`src/rtl/cnt4_tick_sequencer_pkg.sv`:
```
// Shared types and constants for the 4-bit tick sequencer.

package cnt4_pkg;

    typedef enum logic [1:0] {
        StIdle  = 2'd0,
        StRun   = 2'd1,
        StPause = 2'd2
    } state_e;

    localparam int unsigned CW         = 4;
    localparam int unsigned RATE_SHIFT = 2;

endpackage

```
`src/rtl/cnt4_tick_sequencer_if.sv`:
```
// Control strobes and display-side outputs of the tick sequencer.

interface cnt4_tick_sequencer_if;
    import cnt4_pkg::*;

    logic          start;
    logic          stop;
    logic          clear;
    logic          dir;
    logic [1:0]    div_sel;
    logic [CW-1:0] count;
    logic          tick;
    logic          wrap;
    logic          running;

    modport master (
        output start, stop, clear, dir, div_sel,
        input  count, tick, wrap, running
    );

    modport slave (
        input  start, stop, clear, dir, div_sel,
        output count, tick, wrap, running
    );

endinterface

```
`src/rtl/cnt4_tick_sequencer_tick_prescaler.sv`:
```
// Programmable prescaler: counts 0..period-1 while enabled, registered tick on terminal count.

module tick_prescaler #(
    parameter int unsigned PW = 6
) (
    input  logic          f_crystal,
    input  logic          rst_n,
    input  logic          en_i,
    input  logic          clr_i,
    input  logic [PW:0]   period_i,
    output logic          hit_o,
    output logic          tick_o
);

    logic [PW-1:0] cnt_q, cnt_d;
    logic [PW-1:0] last;
    logic          tick_q, tick_d;

    // period never exceeds 2^PW, so period-1 always fits in PW bits
    assign last  = PW'(period_i - (PW+1)'(1));
    assign hit_o = (cnt_q == last);

    always_comb begin
        cnt_d  = cnt_q;
        tick_d = 1'b0;
        if (en_i && hit_o) begin
            cnt_d  = '0;
            tick_d = 1'b1;
        end else if (clr_i) begin
            cnt_d = '0;
        end else if (en_i) begin
            cnt_d = cnt_q + PW'(1);
        end
    end

    always_ff @(posedge f_crystal or negedge rst_n) begin
        if (!rst_n) begin
            cnt_q  <= '0;
            tick_q <= 1'b0;
        end else begin
            cnt_q  <= cnt_d;
            tick_q <= tick_d;
        end
    end

    assign tick_o = tick_q;

endmodule

```
`src/rtl/cnt4_tick_sequencer.sv`:
```
// Run/pause/idle sequencer for the 4-bit display counter with programmable tick rate.
// Define CNT4_AUTO_STOP_EN to return to idle on every wrap.

module cnt4_tick_sequencer
    import cnt4_pkg::*;
#(
    parameter int unsigned DIV_BASE = 100000000
) (
    input  logic                  f_crystal,
    input  logic                  rst_n,
    cnt4_tick_sequencer_if.slave  seq_io
);

    localparam int unsigned PW = $clog2(DIV_BASE);
    localparam logic [PW:0] DivBaseW = (PW+1)'(DIV_BASE);

    state_e        state_q, state_d;
    logic [CW-1:0] count_q, count_d;
    logic [1:0]    div_q, div_d;
    logic          wrap_q, wrap_d;
    logic          running_q;
    logic [PW:0]   period;
    logic          pre_en, pre_clr, pre_hit, pre_tick;
    logic          wrap_now;

    assign period = DivBaseW >> (RATE_SHIFT * 32'(div_q));

    tick_prescaler #(
        .PW (PW)
    ) u_prescaler (
        .f_crystal (f_crystal),
        .rst_n     (rst_n),
        .en_i      (pre_en),
        .clr_i     (pre_clr),
        .period_i  (period),
        .hit_o     (pre_hit),
        .tick_o    (pre_tick)
    );

    assign wrap_now = seq_io.dir ? (count_q == '1) : (count_q == '0);

    always_comb begin
        state_d = state_q;
        count_d = count_q;
        div_d   = div_q;
        wrap_d  = 1'b0;
        pre_en  = 1'b0;
        pre_clr = 1'b0;
        unique case (state_q)
            StIdle: begin
                if (seq_io.clear) begin
                    count_d = '0;
                    pre_clr = 1'b1;
                end else if (seq_io.start) begin
                    state_d = StRun;
                    div_d   = seq_io.div_sel;
                    pre_clr = 1'b1;
                end
            end
            StRun: begin
                if (seq_io.clear) begin
                    state_d = StIdle;
                    count_d = '0;
                    pre_clr = 1'b1;
                end else begin
                    pre_en = 1'b1;
                    if (seq_io.stop) begin
                        state_d = StPause;
                    end
                    if (pre_hit) begin
                        count_d = seq_io.dir ? count_q + CW'(1) : count_q - CW'(1);
                        wrap_d  = wrap_now;
`ifdef CNT4_AUTO_STOP_EN
                        if (wrap_now) begin
                            state_d = StIdle;
                            pre_clr = 1'b1;
                        end
`endif
                    end
                end
            end
            StPause: begin
                if (seq_io.clear) begin
                    state_d = StIdle;
                    count_d = '0;
                    pre_clr = 1'b1;
                end else if (seq_io.start) begin
                    // resume from the held prescaler value; div_q is kept
                    state_d = StRun;
                end
            end
            default: begin
                state_d = StIdle;
                count_d = '0;
                pre_clr = 1'b1;
            end
        endcase
    end

    always_ff @(posedge f_crystal or negedge rst_n) begin
        if (!rst_n) begin
            state_q   <= StIdle;
            count_q   <= '0;
            div_q     <= '0;
            wrap_q    <= 1'b0;
            running_q <= 1'b0;
        end else begin
            state_q   <= state_d;
            count_q   <= count_d;
            div_q     <= div_d;
            wrap_q    <= wrap_d;
            running_q <= (state_d == StRun);
        end
    end

    assign seq_io.count   = count_q;
    assign seq_io.tick    = pre_tick;
    assign seq_io.wrap    = wrap_q;
    assign seq_io.running = running_q;

endmodule

```
`src/flat_wrapper.sv`:
```
// flat-port wrapper written by rule: the top's interface ports become plain ports
module cnt4_tick_sequencer_flat import cnt4_pkg::*;
#(
    parameter int unsigned DIV_BASE = 100000000
)
  (f_crystal, rst_n, seq_io_start, seq_io_stop, seq_io_clear, seq_io_dir, seq_io_div_sel, seq_io_count, seq_io_tick, seq_io_wrap, seq_io_running);
  cnt4_tick_sequencer_if seq_io_i ();
  input  logic f_crystal;
  input  logic rst_n;
  input wire logic [$bits(seq_io_i.start)-1:0] seq_io_start;
  input wire logic [$bits(seq_io_i.stop)-1:0] seq_io_stop;
  input wire logic [$bits(seq_io_i.clear)-1:0] seq_io_clear;
  input wire logic [$bits(seq_io_i.dir)-1:0] seq_io_dir;
  input wire logic [$bits(seq_io_i.div_sel)-1:0] seq_io_div_sel;
  output wire logic [$bits(seq_io_i.count)-1:0] seq_io_count;
  output wire logic [$bits(seq_io_i.tick)-1:0] seq_io_tick;
  output wire logic [$bits(seq_io_i.wrap)-1:0] seq_io_wrap;
  output wire logic [$bits(seq_io_i.running)-1:0] seq_io_running;
  assign seq_io_i.start = seq_io_start;
  assign seq_io_i.stop = seq_io_stop;
  assign seq_io_i.clear = seq_io_clear;
  assign seq_io_i.dir = seq_io_dir;
  assign seq_io_i.div_sel = seq_io_div_sel;
  assign seq_io_count = seq_io_i.count;
  assign seq_io_tick = seq_io_i.tick;
  assign seq_io_wrap = seq_io_i.wrap;
  assign seq_io_running = seq_io_i.running;
  cnt4_tick_sequencer #(.DIV_BASE(DIV_BASE)) u_core (.f_crystal(f_crystal), .rst_n(rst_n), .seq_io(seq_io_i));
endmodule
```
`config.mk`:
```
export PLATFORM = sky130hd
export DESIGN_NAME = cnt4_tick_sequencer_flat
export DESIGN_NICKNAME = d
export VERILOG_FILES = /design/src/rtl/cnt4_tick_sequencer_pkg.sv /design/src/rtl/cnt4_tick_sequencer_if.sv /design/src/rtl/cnt4_tick_sequencer_tick_prescaler.sv /design/src/rtl/cnt4_tick_sequencer.sv /design/src/flat_wrapper.sv
export SDC_FILE = /design/constraint.sdc
export NUM_CORES = 1
export LEC_CHECK = 0
export ABC_AREA = 1
export ABC_CLOCK_PERIOD_IN_PS = 2200
export CORE_MARGIN = 3
export CORE_UTILIZATION = 55
export DETAILED_ROUTE_END_ITERATION = 8
export HOLD_SLACK_MARGIN = 0.12
export PLACE_DENSITY = 0.74
export SLEW_MARGIN = 20
export SYNTH_ARGS = -nofsm -noshare
export SYNTH_HDL_FRONTEND = slang
export SYNTH_SLANG_ARGS = --single-unit
```
`constraint.sdc`:
```
create_clock -name f_crystal -period 2.2 [get_ports f_crystal]
set_clock_uncertainty 0.05 [all_clocks]
set_input_delay 0.33 -clock f_crystal [delete_from_list [all_inputs] [get_ports f_crystal]]
set_output_delay 0.33 -clock f_crystal [all_outputs]
set_load 0.05 [all_outputs]
```
==> impl.org, run 1 <==
** Job
- Max-cap violations in this run came to 0.

** Pwr
- Internal :: 1.51 mW
- Worst IR Drop VDD :: 0.563 mV
- The share of total power dissipated in combinational logic is 0.522.
- Dividing total power by cell area gives a power density of 810 nW/um^2.
- Sequential fraction of design power :: 0.297
- Power dissipated by switching net loads :: 1.27 mW
- Clock power frac :: 0.181
- Leakage power summed over all cells :: 1.60 nW
- Of the total power, the share spent switching nets is 0.456.

** Logic synthesis
- Dividing the synthesized area by the synthesized cell count gives 6.52 um^2.
- Yosys printed 0 warnings.
- The commonest cells after synthesis are 164 x nand2_1, 55 x inv_1, 52 x nor2_1.
- Dominant cell by count in the synthesized netlist :: nand2_1
- Share of async-settable or async-resettable flops after synthesis :: 1.00
- Post-Syn Nets :: 490
- Share of the yosys chip area belonging to registers :: 0.312
- Number of enable flip-flop cells after synthesis :: 0
- Leading register cell type out of synthesis :: dfrtp_1
- The biggest area contributor in the post-synthesis netlist is dfrtp_1.
- The synthesized design contains 38 register bits.
- Cell variety after synth :: 30
- Of the post-synthesis cell area, the dominant cell type holds 0.312.
- After synthesis, the cell types taking the most area are dfrtp_1 31%, nand2_1 20%, inv_1 6.8%.
- Synthesis produced 467 cells.
- Netlist area before placement :: 3050 um^2

** CTS
- Number of clock buffers inserted by TritonCTS :: 5
- Clock-pin transition on the worst setup and hold timing paths :: 0.08 ns
- Clock tree from TritonCTS :: built
- Clock tree synthesis selected as its root buffer the cell clkbuf_8.
- CTS sink count :: 38
- The H-tree was split into 2 levels.
- Worst skew pair latency :: 0.29 ns
- The clock passes through at most 2 buffers.

** Floorplan
- Core ar. :: 5240 um^2
- Measured along the x axis, the die boundary spans 80.4 um.
- In this run the vertical extent of the chip is 80.4 um.
- 15 I/O pins were placed.
- For this configuration, the core starts out at a cell density of 0.581.
- Rows :: 26
- Die area :: 6470 um^2

** Placed design
- I/O Buffers :: 14
- Count of placed standard cells including taps :: 554
- DP Worst Slack :: 0.0583 ns
- Total placed instance area :: 3300 um^2
- Routability-driven placement finished with a final weighted congestion of 1.05.
- The HPWL after detailed placement is 6990 um.

** Drt
- After the first detailed-routing iteration, the DRC count stood at 331.
- The count of nets left with antenna violations once routing finished came out at 0.
- Dividing the detail-routed wire length by the instance count gives 15.7 um.
- Wires add up to 8820 um.
- In the routed design, unresolved DRC markers number 0.
- For this run, the detailed router's first-pass iteration total came to 6.
- Via count :: 3104
- Dividing the detail-routed via count by the number of cells gives 5.51.

** Global route
- Maximum number of pins on one net before global-route repair :: 16
- Combined global-route utilization of all metal layers :: 0.292
- Global route total overflow :: 0
- First-pass GRT wire length :: 14200 um
- The number of antenna violations at the first check in global routing was 0.
- The via count of the first global-routing pass is 2854.

** STA
- Final worst setup slack :: 0.120 ns
- Headroom to the max-slew limit :: 0.618
- Final count of hold timing violations :: 0
- Fin crit share :: 0.946
- At the pin with the least slew margin, the transition time is 0.567 ns.
- Number of setup violations in the final report :: 0
- Final count of pins violating max slew :: 0
- For this run, the top clock speed supported by timing is 481 MHz.
- The routed design could run at a clock period as short as 2.08 ns.

** Cells and area
- Multi-input combinational cell area :: 1820 um^2
- Final Non-Filler Cells :: 563
- In the final layout, the share of cells above drive strength 1 is 0.0953.
- Net total in the final layout :: 515
- 0 antenna diodes ended up in the layout.
- Across the whole layout, storage elements account for 952 um^2.
- After filler insertion, the fill cell instance count of the layout stands at 489.
- With fillers left out, the area of the finished cells amounts to 3430 um^2.
- Syn-to-layout area delta :: 12.7%

** Worst setup path
- STA classifies the critical path endpoint as a flip-flop.
- The worst setup path is of the flip-flop to flip-flop kind.
- Critical path fanouts, max :: 12
- Data on the critical path is required at its endpoint by 2.33 ns.
- Worst Setup Start Kind :: flip-flop
- Arrival time at the worst endpoint :: 2.21 ns

** Status
- Status :: complete, no violations

** Worst hold path
- In this run the worst hold path is classified as input pin to async pin.
[metal layers]
layer,wire length [um],GRT usage
met1,4090,0.416
met2,3900,0.454
met3,607,0.0471
met4,216,0.0895
met5,0,0
[worst max-delay path: stages, from the launching register on]
cell and delay (ns):
dfrtp_2 0.45, inv_6 0.07, buf_4 0.19, ha_2 0.22, nand2_1 0.07, nand2_1 0.06
nand2_1 0.06, nor2_1 0.11, nand2_1 0.08, nor2_2 0.12, nand2_2 0.11, nand2_2 0.10
nand2_1 0.11, nand2_1 0.11, nand2_1 0.06
[what timing repair did]
action                                 4_1_cts  5_1_grt
endpoints found under the hold margin       13        0
buffers inserted                             0        0
resized for setup                            0       10
hold buffers                                 1        0
setup endpoints to repair                    0       26
[flip-flops by register name, summed over array words and instances, names as in the netlist]
signal and count:
u_core.u_prescaler.tick_o 1, u_core.state_q 2, u_core.div_q 2, u_core.seq_io.running 1, u_core.u_prescaler.cnt_q 27, u_core.seq_io.count 4, u_core.seq_io.wrap 1
[final timing paths]
kind | from | to | slack [ns] | cells after the start
min | rst_n | u_core.u_prescaler.cnt_q[8]$_DFFE_PN0P_ | 0.42 | 2
max in group asynchronous | rst_n | u_core.u_prescaler.cnt_q[1]$_DFFE_PN0P_ | 1.14 | 3
max reg2reg | u_core.div_q[1]$_DFFE_PN0P_ | u_core.seq_io.count[1]$_DFFE_PN0P_ | 0.12 | 14
max | u_core.div_q[1]$_DFFE_PN0P_ | u_core.seq_io.count[1]$_DFFE_PN0P_ | 0.12 | 14
min reg2reg | u_core.u_prescaler.cnt_q[0]$_DFFE_PN0P_ | u_core.u_prescaler.cnt_q[0]$_DFFE_PN0P_ | 0.50 | 1
min in group f_crystal | u_core.u_prescaler.cnt_q[0]$_DFFE_PN0P_ | u_core.u_prescaler.cnt_q[0]$_DFFE_PN0P_ | 0.50 | 1
[power by group through the flow]
stage | combinational [mW] | clock (mW) | sequential (mW)
floorplan | 0.966 | 0 | 0.868
global placement | 1.36 | 0 | 0.828
detailed placement | 1.37 | 0 | 0.835
CTS | 1.38 | 0.512 | 0.821
global route | 1.62 | 0.533 | 0.834
finish | 1.45 | 0.503 | 0.825
[layout by cell type (no fill, tap or decap), types with 7 or more instances in the layout]
| cell type | instances |
|---|---|
| a21oi_1 | 8 |
| nor2_1 | 50 |
| nand2_2 | 7 |
| buf_4 | 12 |
| nor3_1 | 10 |
| inv_1 | 55 |
| ha_1 | 12 |
| nand2_1 | 162 |
| o22ai_1 | 14 |
| nand4_1 | 12 |
| o21ai_1 | 7 |
| nand3_1 | 30 |
| o21ai_0 | 10 |
| clkdlybuf4s50_1 | 13 |
| xor2_1 | 14 |
| dfrtp_1 | 37 |
[kinds of logic after synthesis]
family | count (synthesis) | share of synthesized area
buffers and inverters | 70 | 0.0986
AND/OR/NAND/NOR | 286 | 0.402
flip-flops | 38 | 0.312
adder cells (fa/ha/maj) | 15 | 0.0641
AO/OA/AOI/OAI | 42 | 0.0768
XOR/XNOR | 16 | 0.0460
[layout make-up]
type                    count  share of cell area
clock inverters             1             0.00146
clock buffers               7              0.0252
well taps                  70              0.0255
inverters                  60              0.0671
multi-input cells         359               0.532
repair buffers             28              0.0718
flip-flops and latches     38               0.277
[stage by stage]
step | total power [mW] | utilization | TNS [ns] | hold slack, ns
finish | 2.78 | 0.655 | 0 | 0.423
global placement | 2.19 | 0.629 | 0 | 0.219
detailed placement | 2.20 | 0.629 | 0 | 0.219
global route | 2.99 | 0.655 | -0.0126 | 0.457
floorplan | 1.83 | - | 0 | -0.0156
CTS | 2.71 | 0.649 | 0 | 0.428
No activity file was read; power rests on OpenSTA's default activity.
==> run 2, diff against run 1 <==
Settings changed: CORE_MARGIN 3 to unset, RECOVER_POWER set to 50.
==> run 2 against run 1 <==
Net effect:
- hold slack improved by 0.060 ns
- die area decreased by 9.7%
- largest power group unchanged
- non-clock buffer count decreased by 1
- register-to-register slack improved by 0.06 ns
- combinational power about the same
- total power increased by 1.2%
- global-route usage increased by 1.8 points
- sequential cell count unchanged
==> impl.org, run 2 (synthesis gave the netlist of run 1 again) <==
** Status
- Status :: complete, no violations

** STA
- Setup repair after global routing left no endpoint under its margin.
- The maximum achievable frequency was 495 MHz (+3.1%).
- Tightest Pin Transition :: 0.967 ns (+0.401 ns)
- Fin crit share :: 0.917 (-0.0282)
- The setup TNS is 0 ns (unchanged).
- Worst slack on hold paths :: 0.483 ns (+0.0600 ns)
- The final count of negative-setup-slack endpoints came to 0 (unchanged).
- The count of final max-slew check failures is 0 (unchanged).
- The final critical delay including setup and external delays came to 2.02 ns (-0.0619 ns).
- The worst max-slew margin expressed relative to the limit was 0.355 (-0.263).
- Final worst setup slack :: 0.182 ns (+0.0619 ns)
- Final count of hold timing violations :: 0 (unchanged)

** CTS
- The largest buffer count on any clock path is 2 (unchanged).
- In this run the clock root is driven by a clkbuf_8.
- The clock latency at the later pin of the worst-skew pair is 0.29 ns (about the same).
- CTS sink count :: 38 (unchanged)
- Clock-pin transition on the worst setup and hold timing paths :: 0.08 ns (about the same)
- The depth of the CTS H-tree came to 2 (unchanged).
- TritonCTS built the clock tree.
- Buffers inserted by post-CTS timing repair :: 0 (unchanged)
- Number of clock buffers inserted by TritonCTS :: 5 (unchanged)

** Cells and area
- The final design instance area without fill is 3440 um^2 (+0.33%).
- The count of placed standard cells in the final layout, fillers left out is 562 (-0.18%).
- Fraction of final layout cells sized beyond drive strength 1 :: 0.0935 (-0.00184)
- The count of inserted antenna diode cells came to 0 (unchanged).
- The total number of nets in the final design was 514 (-0.19%).
- Final Util :: 0.662 (+0.00626)
- Max reg flops :: 27 (unchanged)
- The register with the most flip-flops in the final layout is u_core.u_prescaler.cnt_q.
- Most common library cell in the layout ignoring fill and taps :: nand2_1
- From synthesis to final layout, the design area changed by 13.1%.
- Most frequent cells in the layout :: 162 x nand2_1, 54 x inv_1, 50 x nor2_1, 37 x dfrtp_1, 30 x nand3_1

** Placed design
- The routability-driven placement congestion ratio was 1.04 (-1.3%).
- The number of buffers added on ports is 14 (unchanged).
- DP Worst Slack :: 0.0595 ns (+0.00114 ns)
- Detailed-placement wirelength estimate :: 6590 um (-5.7%)
- The post-placement cell area was 3300 um^2 (+0.15%).
- Count of placed standard cells including taps :: 553 (-0.18%)

** Floorplan
- Die width :: 76.4 um (-5.0%)
- The area inside the core boundary is 5200 um^2 (-0.62%).
- Overall die height :: 76.4 um (-5.0%)
- The boundary pin count was 15 (unchanged).
- The number of placement rows is 26 (unchanged).
- Die area :: 5840 um^2 (-9.7%)
- The starting density of the core was 0.585 (+0.00363).

** Global route
- GRT met1 Usage :: 0.457 (+0.0410)
- Met2 usage :: 0.459 (+0.00499)
- The number of antenna violations at the first check in global routing was 0 (unchanged).
- Via count of the first global-routing pass :: 2874 (+0.70%)
- Global route total overflow :: 0 (unchanged)
- Met3 usage in global routing :: 0.0539 (+0.00681)
- Combined global-route utilization of all metal layers :: 0.310 (+0.0178)
- Maximum number of pins on one net before global-route repair :: 39 (+23)
- The wire length of the first global-routing pass came to 14000 um (-1.4%).
- Most congested layer reported by global routing :: met2

** Worst hold path
- The worst hold path terminates at u_core.u_prescaler.cnt_q[0]$_DFFE_PN0P_.
- Hold path cells :: 1
- Type of the tightest min-delay check :: flip-flop to flip-flop
- Hold path start :: u_core.u_prescaler.cnt_q[0]$_DFFE_PN0P_

** Pwr
- The power density relative to cell area is 817 nW/um^2 (+0.91%).
- The internal portion of total power is 1.57 mW (+3.9%).
- The post-route total power was 2.81 mW (+1.2%).
- Power dissipated by switching net loads :: 1.24 mW (-1.9%)
- Leakage power summed over all cells :: 1.60 nW (+0.18%)
- Comb power frac :: 0.506 (-0.016)
- Worst IR Drop VDD :: 0.625 mV (+11%)
- Sequential fraction of design power :: 0.292 (-0.005)
- Clock power frac :: 0.202 (+0.021)
- Sw Share :: 0.442 (-0.0140)

** Worst setup path
- In this run the critical register-to-register path is captured at u_core.u_prescaler.cnt_q[20]$_DFFE_PN0P_.
- Worst Setup Start Kind :: flip-flop
- Arrival time at the worst endpoint :: 2.15 ns (-0.06 ns)
- By startpoint and endpoint, the worst setup path is classified as flip-flop to flip-flop.
- The required time at the endpoint of the critical path came to 2.33 ns (about the same).
- Reg2Reg Setup Slack :: 0.18 ns (+0.06 ns)
- Kind of end point of the critical path :: flip-flop
- The logic depth of the worst register-to-register path came to 15 (+1).
- Critical path fanouts, max :: 20 (+8)
- R2R Path Start :: u_core.div_q[1]$_DFFE_PN0P_

** Drt
- First-pass iteration count of the detailed router :: 5 (-1)
- The number of design rule violations left after detail routing was 0 (unchanged).
- The routed wire length was 8380 um (-5.0%).
- First DRT Iteration DRCs :: 267 (-19%)
- Via count :: 3093 (-0.35%)
- The via count normalized by instance count is 5.50 (-0.18%).
- Antenna-violating nets left :: 0 (unchanged)
- The average wire per cell in the routed design came to 14.9 um (-4.8%).

** Job
- The count of max-cap constraint violations was 0 (unchanged).
## run 2: area by class of cell
class | count | area, um^2
Tap cell | 70 | 87.6
Sequential cell | 38 | 952
Multi-Input combinational cell | 359 | 1820
Clock buffer | 8 | 110
Timing Repair Buffer | 27 | 244
Inverter | 60 | 230
Fill cell | 490 | 1760
## run 2: worst max-delay path by stage
| stage | from | to |
|---|---|---|
| final | u_core.div_q[1]$_DFFE_PN0P_ | u_core.u_prescaler.cnt_q[20]$_DFFE_PN0P_ |
| after global routing | u_core.state_q[0]$_DFF_PN0_ | u_core.u_prescaler.cnt_q[16]$_DFFE_PN0P_ |
| after CTS | u_core.div_q[1]$_DFFE_PN0P_ | u_core.u_prescaler.cnt_q[20]$_DFFE_PN0P_ |
| after detailed placement | u_core.div_q[1]$_DFFE_PN0P_ | u_core.u_prescaler.cnt_q[20]$_DFFE_PN0P_ |
| after global placement | u_core.div_q[1]$_DFFE_PN0P_ | u_core.u_prescaler.cnt_q[20]$_DFFE_PN0P_ |
| after floorplan | u_core.div_q[1]$_DFFE_PN0P_ | u_core.u_prescaler.cnt_q[20]$_DFFE_PN0P_ |
## run 2: what timing repair did
item | 4_1_cts | 5_1_grt
hold endpoints to repair | 1 | 0
resized for setup | 0 | 10
setup endpoints to repair | 0 | 29
hold buffers | 1 | 0
## run 2: power by group through the flow
stage | Combinational (mW) | Sequential, mW | Clock (mW)
floorplan | 0.966 | 0.868 | 0
global placement | 1.35 | 0.826 | 0
detailed placement | 1.36 | 0.831 | 0
CTS | 1.36 | 0.817 | 0.572
global route | 1.60 | 0.832 | 0.602
finish | 1.42 | 0.821 | 0.569
## run 2: layer usage
layer / up-vias / part of all wire
li1: 1529 / -
met1: 1428 / 0.47
met2: 121 / 0.44
met3: 15 / 0.072
met4: 0 / 0.020
met5: - / 0
## run 2: critical path, stage by stage (launching register included)
cell and delay (ns):
dfrtp_2 0.44, buf_6 0.15, ha_1 0.20, inv_1 0.07
nand2_1 0.05, nand2_1 0.10, nand2_1 0.06, nor2_1 0.09
nand2_1 0.08, nor2_2 0.10, nand2_2 0.09, nand2_2 0.09
buf_12 0.16, inv_2 0.05, nand2_1 0.06, nand2_1 0.05
